[src/rtl/wshb_rr_arbiter.sv]
// Round-robin arbiter sharing one Wishbone classic slave between N masters.
// A per-grant transfer quota forces rotation so a streaming master cannot starve others.
module wshb_rr_arbiter #(
    parameter int N          = 2,
    parameter int DATA_BYTES = 4,
    parameter int AW         = 32,
    parameter int MAX_HOLD   = 16
) (
    input  logic                       sys_clk,
    input  logic                       sys_rst,
    input  logic [N-1:0]               m_cyc,
    input  logic [N-1:0]               m_stb,
    input  logic [N-1:0]               m_we,
    input  logic [N*AW-1:0]            m_adr,
    input  logic [N*8*DATA_BYTES-1:0]  m_dat_w,
    input  logic [N*DATA_BYTES-1:0]    m_sel,
    output logic [N-1:0]               m_ack,
    output logic [8*DATA_BYTES-1:0]    m_dat_r,
    output logic                       s_cyc,
    output logic                       s_stb,
    output logic                       s_we,
    output logic [AW-1:0]              s_adr,
    output logic [8*DATA_BYTES-1:0]    s_dat_w,
    output logic [DATA_BYTES-1:0]      s_sel,
    input  logic                       s_ack,
    input  logic [8*DATA_BYTES-1:0]    s_dat_r,
    output logic [N-1:0]               grant
);

    localparam int DW = 8 * DATA_BYTES;
    localparam int IW = (N > 1) ? $clog2(N) : 1;
    localparam int HW = $clog2(MAX_HOLD + 1);

    typedef enum logic [1:0] {
        ST_IDLE,
        ST_GRANT,
        ST_RELEASE
    } state_e;

    state_e          state_q, state_d;
    logic [IW-1:0]   last_q, last_d;
    logic [HW-1:0]   hold_cnt_q, hold_cnt_d;
    logic [IW-1:0]   pick_idx;
    logic            pick_vld;
    logic            owner_cyc;
    logic            quota_hit;

    function automatic logic [IW-1:0] wrap_idx(input logic [IW-1:0] base, input int k);
        int s;
        s = int'(base) + k;
        if (s >= N) s = s - N;
        return IW'(s);
    endfunction

    // Scan starts just after the last owner, so the previous owner is considered last.
    always_comb begin
        pick_vld = 1'b0;
        pick_idx = last_q;
        for (int k = 1; k <= N; k++) begin
            if (!pick_vld && m_cyc[wrap_idx(last_q, k)]) begin
                pick_vld = 1'b1;
                pick_idx = wrap_idx(last_q, k);
            end
        end
    end

    always_comb begin
        grant = '0;
        if (state_q == ST_GRANT) grant[last_q] = 1'b1;
    end

    assign owner_cyc = m_cyc[last_q];
    assign quota_hit = (state_q == ST_GRANT) && (hold_cnt_q == HW'(MAX_HOLD))
                       && (|(m_cyc & ~grant));

    assign s_we    = m_we[last_q];
    assign s_adr   = m_adr[int'(last_q) * AW +: AW];
    assign s_dat_w = m_dat_w[int'(last_q) * DW +: DW];
    assign s_sel   = m_sel[int'(last_q) * DATA_BYTES +: DATA_BYTES];
    assign m_dat_r = s_dat_r;

    // NOTE: every combinational output gets a default first so no path leaves it unassigned (no latch).
    always_comb begin
        state_d    = state_q;
        last_d     = last_q;
        hold_cnt_d = hold_cnt_q;
        s_cyc      = 1'b0;
        s_stb      = 1'b0;
        m_ack      = '0;
        case (state_q)
            ST_IDLE: begin
                if (pick_vld) begin
                    state_d    = ST_GRANT;
                    last_d     = pick_idx;
                    hold_cnt_d = '0;
                end
            end
            ST_GRANT: begin
                s_cyc = owner_cyc;
                s_stb = m_stb[last_q] & ~quota_hit;
                if (s_cyc && s_stb && s_ack) begin
                    m_ack[last_q] = 1'b1;
                    if (hold_cnt_q != HW'(MAX_HOLD)) hold_cnt_d = hold_cnt_q + HW'(1);
                end
                // An owner dropping cyc takes priority over a quota release.
                if (!owner_cyc)     state_d = ST_IDLE;
                else if (quota_hit) state_d = ST_RELEASE;
            end
            ST_RELEASE: state_d = ST_IDLE;
            default:    state_d = ST_IDLE;
        endcase
    end

    // NOTE: sequential state uses non-blocking assignments so all registers update together at the edge.
    always_ff @(posedge sys_clk) begin
        if (sys_rst) begin
            state_q    <= ST_IDLE;
            last_q     <= IW'(N - 1);
            hold_cnt_q <= '0;
        end else begin
            state_q    <= state_d;
            last_q     <= last_d;
            hold_cnt_q <= hold_cnt_d;
        end
    end

endmodule

[config.mk]
export PLATFORM = sky130hd
export DESIGN_NAME = wshb_rr_arbiter
export DESIGN_NICKNAME = d
export VERILOG_FILES = /design/src/rtl/wshb_rr_arbiter.sv
export SDC_FILE = /design/constraint.sdc
export NUM_CORES = 1
export LEC_CHECK = 0
export BUFFER_PORTS_ARGS = -buffer_cell sky130_fd_sc_hd__buf_4
export CAP_MARGIN = 30
export CORE_AREA = 2 2 109 111
export CTS_CLUSTER_SIZE = 25
export DETAILED_ROUTE_END_ITERATION = 8
export DIE_AREA = 0 0 111 113
export SYNTH_ARGS = -nofsm -noshare
export SYNTH_HDL_FRONTEND = slang
export SYNTH_SLANG_ARGS = --single-unit
[constraint.sdc]
create_clock -name sys_clk -period 1.5 [get_ports sys_clk]
set_input_delay 0.225 -clock sys_clk [delete_from_list [all_inputs] [get_ports sys_clk]]
set_output_delay 0.225 -clock sys_clk [all_outputs]
set_load 0.005 [all_outputs]
==> PnR_summary.wiki, run 1 <==
{| class="wikitable"
! Metric !! Value
|-
| Initial detailed-routing violation count || 80
|-
| FF-to-FF setup slack || -60 ps
|-
| Share of cells above drive strength 1 || 88.4%
|-
| Area of the mapped netlist || 1690 µm²
|-
| Clock transition at the registers of the reported paths || 40 ps
|-
| Area of all sequential standard cells || 168 µm²
|-
| Antenna cells || 0
|-
| Max stage delay cell, worst path || sky130_fd_sc_hd__dfxtp_4
|-
| Worst min-delay path startpoint || sys_rst
|-
| Skew final || 0.929 ps
|-
| Number of stages on the worst hold path || 2
|-
| Data arrival, critical path || 1390 ps
|-
| Synth Area per Inst || 9.43 µm²
|-
| Number of buffers created by CTS || 3
|-
| Core ar. || 11300 µm²
|-
| Endpoint of the most critical register-to-register path || state_q[0]
|-
| Worst Hold End || state_q[0]
|-
| Worst setup SP type || flip-flop
|-
| Top-area cell type share of the netlist area || 36.0%
|-
| Count of port buffers added during placement || 219
|-
| Post-synthesis to final-layout area growth || 152%
|-
| Maximum frequency from static timing analysis || 619 MHz
|-
| Total power of the final layout || 2.14 mW
|-
| Count of standard-cell rows || 39
|-
| DR WL/cell || 17.7 µm
|-
| Routed vias/inst || 4.25
|-
| Count of nets after finishing || 567
|-
| Number of endpoints with negative hold slack in the final report || 0
|-
| Synth Register Bits || 8
|-
| Yosys Warn Count || 0
|-
| Outcome || finished, violations left
|-
| Die Footprint || 12500 µm²
|-
| Worst hold margin || 282 ps
|-
| Reg2reg start || hold_cnt_q[1]
|-
| Final Routed Wirelength || 9.38 mm
|-
| Cell type with the largest total area after synthesis || sky130_fd_sc_hd__mux2_1
|-
| Period Utilization, post-route || 108%
|-
| Vias in the first global route || 2105
|-
| Instance count of the mapped netlist || 179
|-
| Slew headroom || 74.7%
|-
| Clock tree buffer depth || 2
|-
| Failing checks || negative setup slack
|-
| Number of clock sinks || 8
|-
| DRC violation count after routing || 0
|-
| Clock Latency Late Sink || 230 ps
|-
| Overall routing resource usage || 11.0%
|-
| Die outline width || 111 µm
|-
| Cell Chain, Critical Path || buf_6 > mux2i_4 > o21ai_2 > nor3b_2 > buf_4
|-
| Count of distinct cell types in the synthesized netlist || 33
|-
| First-pass GRT wire length || 11.3 mm
|-
| Number of antenna violations at the first check in global routing || 0
|-
| Final Max Tran Viols || 0
|-
| Final setup viols || 74
|-
| Level count of the clock H-tree || 1
|-
| Crit path buf inv count || 2
|-
| Routed vias || 2251
|-
| Critical path's top delay family || flip-flops
|-
| Critical path class || reg2out
|-
| Num ports || 284
|-
| Cells taking the most area after synthesis || sky130_fd_sc_hd__mux2_1, sky130_fd_sc_hd__buf_4, sky130_fd_sc_hd__mux2_2
|-
| Final period demand of the worst path || 1620 ps
|-
| Pin count of the biggest net entering global routing || 30
|-
| Transition time of the tightest slew-check pin || 378 ps
|-
| Kind of end point of the critical path || primary output
|-
| Final worst slack || -116 ps
|-
| Length in cells of the worst reg-to-reg path || 8
|-
| Total area of multi-input combinational cells || 1510 µm²
|-
| Delay contributed by the slowest stage of the critical path || 380 ps
|-
| Final ANT Viol Nets || 0
|-
| Placed wire-length estimate || 6.29 mm
|-
| TritonCTS clock tree || built
|-
| Sequential element share of the synthesized area || 9.49%
|-
| Post-synth EDFFs || 0
|-
| Root buf cell || sky130_fd_sc_hd__clkbuf_16
|-
| Standby leakage power || 2.25 nW
|-
| Number of fillers in the final layout || 1126
|-
| WP data required || 1270 ps
|-
| Net Count, Synth || 358
|-
| Path class of the lowest-slack min-delay path || in2reg
|-
| Number of max-capacitance violations reported || 0
|-
| Worst VDD drop || 0.867 mV
|-
| Top flip-flop cell by instance count after synthesis || sky130_fd_sc_hd__dfxtp_1
|-
| Biggest fanout along the worst timing path || 4
|-
| Setup repair after global routing missed its margin || true
|-
| First-pass detailed-route iteration total || 4
|-
| Overall overflow remaining after global route || 0
|-
| Vert. Die Dim || 113 µm
|-
| Synth async-reset ratio || 0%
|-
| Power density over the cells || 503 nW/µm²
|-
| Effective utilization at floorplan || 15.0%
|-
| GPL Wtd Cong || 0.836
|}
report_power, final:
| part | internal, mW | total [mW] | switching, mW |
|---|---|---|---|
| Combinational | 0.991 | 1.46 | 0.467 |
| Clock | 0.354 | 0.456 | 0.102 |
| Sequential | 0.219 | 0.226 | 0.00643 |
| Total | 1.56 | 2.14 | 0.575 |
flip-flops by register name, indices dropped and copies added, names as in the netlist:
register	count
hold_cnt_q	5
state_q	2
last_q	1
cell families after synthesis:
logic type | after synthesis | share of synthesized area [%]
muxes | 71 | 47.2
buffers and inverters | 47 | 19.7
and+or+nand+nor | 34 | 13.2
AOI/OAI and AO/OA | 17 | 8.90
DFF | 8 | 9.49
adders and majority gates | 2 | 1.48
repair_timing:
item	in CTS	in global routing
endpoints found under the setup margin	73	75
buffers inserted	5	7
gates resized for setup	24	144
hold buffers	0	0
pin swaps	5	7
gates cloned	1	9
metal layers:
metal	wire length (µm)	part of all wire (%)	global-route usage [%]	vias to the layer above
met5	0	0	0	-
met4	86	0.92	2.42	0
met3	666	7.1	3.70	8
met2	4950	53	19.1	112
met1	3680	39	13.2	1095
li1	-	-	-	1036
layout by cell type, fill, tap and decap left out, drive strengths merged:
master,instances
a31o,1
mux2,69
nor2b,1
ha,2
nand2,6
nand4b,2
mux2i,2
nand3,4
buf,241
and4b,2
nor2,9
nor3,2
nand4,1
or2b,1
dfxtp,8
a41oi,1
nor4bb,1
inv,4
o31ai,3
o21ai,3
nand2b,2
or2,1
a31oi,4
a2111oi,1
clkbuf,10
nor3b,2
a21oi,4
per-stage QoR:
stage	instances	worst slack, ps	util, %	cell area (µm²)	setup TNS [ps]
after floorplan	179	110	-	1690	0
after global placement	504	69.4	29.0	3270	0
after detailed placement	504	3.61	29.0	3270	0
after CTS	514	-132	30.9	3480	-6630
after global routing	530	-198	37.7	4250	-7430
final	530	-116	37.7	4250	-4160
layout make-up:
class                           instances  area share, %
Clock buffer                            4           1.85
Inverter                                4          0.353
Multi-Input combinational cell        124           35.4
Sequential cell                         8           3.94
Tap cell                              143           4.21
Timing Repair Buffer                  247           54.2
how the worst max path moves through the flow:
stage	start	endpoint	slack, ps	depth (start not counted)
finish	last_q	m_ack[1]	-120	5
global placement	hold_cnt_q[1]	hold_cnt_q[2]	70	6
global route	last_q	m_ack[1]	-200	5
CTS	last_q	s_dat_w[19]	-130	3
detailed placement	hold_cnt_q[1]	hold_cnt_q[2]	4	6
floorplan	hold_cnt_q[0]	state_q[0]	110	6
worst register-to-register path, stage by stage, from the launching register on:
cell	delay, ps
sky130_fd_sc_hd__dfxtp_2	310
sky130_fd_sc_hd__inv_2	70
sky130_fd_sc_hd__ha_4	130
sky130_fd_sc_hd__buf_4	100
sky130_fd_sc_hd__buf_6	70
sky130_fd_sc_hd__nor4bb_4	320
sky130_fd_sc_hd__nand2_1	150
sky130_fd_sc_hd__a31oi_2	200
sky130_fd_sc_hd__a2111oi_2	80
Yosys cell counts, drive strengths merged (3+ instances only):
library cell / count
mux2: 69
nand2: 6
a21oi: 4
o21ai: 3
inv: 4
a31oi: 4
nand3: 4
nor2: 9
buf: 43
o31ai: 3
dfxtp: 8
No activity file was read; power rests on OpenSTA's default activity.
==> run 2: changes to the inputs <==
- SKIP_LAST_GASP: unset -> 1
==> run 2 against run 1 <==
Effect of this change:
- the flow still finishes with violations (negative setup slack)
- combinational power is 8% lower
- wire length is 4.3% lower
- sequential share of layout area is 0.16 points higher
- global-route usage is 0.090 points lower
- largest power group unchanged
- flip-flop and latch count is the same
- critical endpoint is now s_dat_w[10]
- via count down 2.4%
- clock power barely moved
- critical path type unchanged
- register-to-register slack improved by 140 ps
==> PnR_summary.wiki, run 2 (synthesized netlist as in run 1, its figures left out) <==
{| class="wikitable"
! Metric !! Value
|-
| Core ar. || 11300 µm² (unchanged)
|-
| Data arrival, critical path || 1400 ps (about the same)
|-
| Registers with the most flip-flops || hold_cnt_q: 5 flops, state_q: 2 flops, last_q: 1 flops
|-
| Routed vias/inst || 4.16 (-2.1%)
|-
| Post-synthesis to final-layout area growth || 142%
|-
| Number of non-filler instances in the completed layout || 528 (-0.38%)
|-
| Clock tree buffer depth || 2 (unchanged)
|-
| Outcome || finished, violations left
|-
| Biggest register || hold_cnt_q
|-
| Worst hold margin || 281 ps (-1.15 ps)
|-
| Most frequent cells in the layout || sky130_fd_sc_hd__buf_4, sky130_fd_sc_hd__buf_6, sky130_fd_sc_hd__mux2_4, sky130_fd_sc_hd__mux2_1, sky130_fd_sc_hd__clkbuf_16
|-
| Overall overflow remaining after global route || 0 (unchanged)
|-
| Final period demand of the worst path || 1630 ps (+13.0 ps)
|-
| Number of flip-flops under the largest register name || 5 (unchanged)
|-
| Maximum frequency from static timing analysis || 614 MHz (-0.80%)
|-
| First-pass GRT wire length || 11.2 mm (-0.67%)
|-
| Most common cell after layout, fill and taps aside || sky130_fd_sc_hd__buf_4
|-
| Clock transition at the registers of the reported paths || 40 ps (about the same)
|-
| Effective utilization at floorplan || 15.0% (unchanged)
|-
| DR WL/cell || 17.0 µm (-3.9%)
|-
| Failing checks || negative setup slack
|-
| Setup repair after global routing missed its margin || true
|-
| Level count of the clock H-tree || 1 (unchanged)
|-
| Standby leakage power || 2.10 nW (-6.6%)
|-
| First-pass detailed-route iteration total || 4 (unchanged)
|-
| Die outline width || 111 µm (unchanged)
|-
| GPL Wtd Cong || 0.836 (unchanged)
|-
| Kind of end point of the critical path || primary output
|-
| Num ports || 284 (unchanged)
|-
| Biggest fanout along the worst timing path || 9 (+5)
|-
| WP data required || 1270 ps (about the same)
|-
| Share of cells above drive strength 1 || 83.4% (-5.0 points)
|-
| Initial detailed-routing violation count || 54 (-33%)
|-
| Antenna cells || 0 (unchanged)
|-
| Period Utilization, post-route || 109% (+0.87 points)
|-
| Count of port buffers added during placement || 219 (unchanged)
|-
| Overall routing resource usage || 10.9% (-0.090 points)
|-
| Final setup viols || 72 (-2.7%)
|-
| Slew headroom || 79.2% (+4.5 points)
|-
| Number of clock sinks || 8 (unchanged)
|-
| Pin count of the biggest net entering global routing || 30 (unchanged)
|-
| Root buf cell || sky130_fd_sc_hd__clkbuf_16
|-
| Aggregate negative setup slack || -5130 ps (-963 ps)
|-
| Final worst slack || -129 ps (-13.0 ps)
|-
| Final Routed Wirelength || 8.98 mm (-4.3%)
|-
| Cell area after placement || 3270 µm² (unchanged)
|-
| Transition time of the tightest slew-check pin || 311 ps (-67.1 ps)
|-
| Number of buffers created by CTS || 3 (unchanged)
|-
| Path class of the lowest-slack min-delay path || in2reg
|-
| FF-to-FF setup slack || 80 ps (+140 ps)
|-
| Power density over the cells || 498 nW/µm² (-1.1%)
|-
| Final Max Tran Viols || 0 (unchanged)
|-
| Skew final || 1.07 ps (+0.143 ps)
|-
| Number of antenna violations at the first check in global routing || 0 (unchanged)
|-
| Clock Latency Late Sink || 230 ps (about the same)
|-
| Total power of the final layout || 2.03 mW (-5.1%)
|-
| DRC violation count after routing || 0 (unchanged)
|-
| Vert. Die Dim || 113 µm (unchanged)
|-
| Post-Layout Inst Area || 4080 µm² (-4.0%)
|-
| Count of nets after finishing || 565 (-0.35%)
|-
| Number of endpoints with negative hold slack in the final report || 0 (unchanged)
|-
| Vias in the first global route || 2102 (-0.14%)
|-
| Worst setup SP type || flip-flop
|-
| Critical path class || reg2out
|-
| TritonCTS clock tree || built
|-
| Routed vias || 2196 (-2.4%)
|-
| Number of max-capacitance violations reported || 0 (unchanged)
|-
| Count of standard-cell rows || 39 (unchanged)
|-
| Cell Count Post-Placement || 504 (unchanged)
|-
| Worst VDD drop || 0.894 mV (+3.1%)
|-
| Placed wire-length estimate || 6.29 mm (unchanged)
|-
| Final ANT Viol Nets || 0 (unchanged)
|-
| Die Footprint || 12500 µm² (unchanged)
|}
[run 2: metrics by stage]
step | util [%] | worst slack, ps
global route | 36.2 | -195
detailed placement | 29.0 | 3.61
global placement | 29.0 | 69.4
finish | 36.2 | -129
floorplan | - | 110
CTS | 30.5 | -136
[run 2: power breakdown]
group	total [mW]	switching [mW]	internal (mW)	leakage (nW)
Sequential	0.225	0.00605	0.219	0.0666
Combinational	1.35	0.440	0.909	2.00
Clock	0.457	0.103	0.354	0.0382
Total	2.03	0.549	1.48	2.10
[run 2: layer usage]
metal  track usage (%)  vias up  routed length [µm]
met5                 0        -                   0
met4              1.75        0                 120
met3              3.16        8                 618
met2              19.5      109                4740
met1              13.2     1047                3500
li1                  -     1032                   -
[run 2: critical path, stage by stage, from the launching register on]
cell	delay [ps]
sky130_fd_sc_hd__dfxtp_4	380
sky130_fd_sc_hd__buf_8	160
sky130_fd_sc_hd__clkbuf_16	170
sky130_fd_sc_hd__mux2_1	330
sky130_fd_sc_hd__buf_4	140
[run 2: layout make-up]
type                       count  area, µm²
fill                        1130       7190
timing repair buffer         245       2210
multi-input combinational    124       1430
tap                          143        179
sequential                     8        168
clock buffer                   4       78.8
inverter                       4       18.8
[run 2: final timing paths]
kind	from	endpoint	depth (start not counted)
max	last_q	s_dat_w[10]	4
max reg2reg	hold_cnt_q[1]	hold_cnt_q[2]	7
min	sys_rst	state_q[0]	2
min reg2reg	state_q[1]	state_q[0]	1
[run 2: what timing repair did]
item / in CTS / in global routing
buffers inserted: 5 / 6
cloned: 1 / 8
setup endpoints to repair: 73 / 75
hold buffers: 0 / 0
pin swaps: 5 / 4
gates resized for setup: 11 / 117
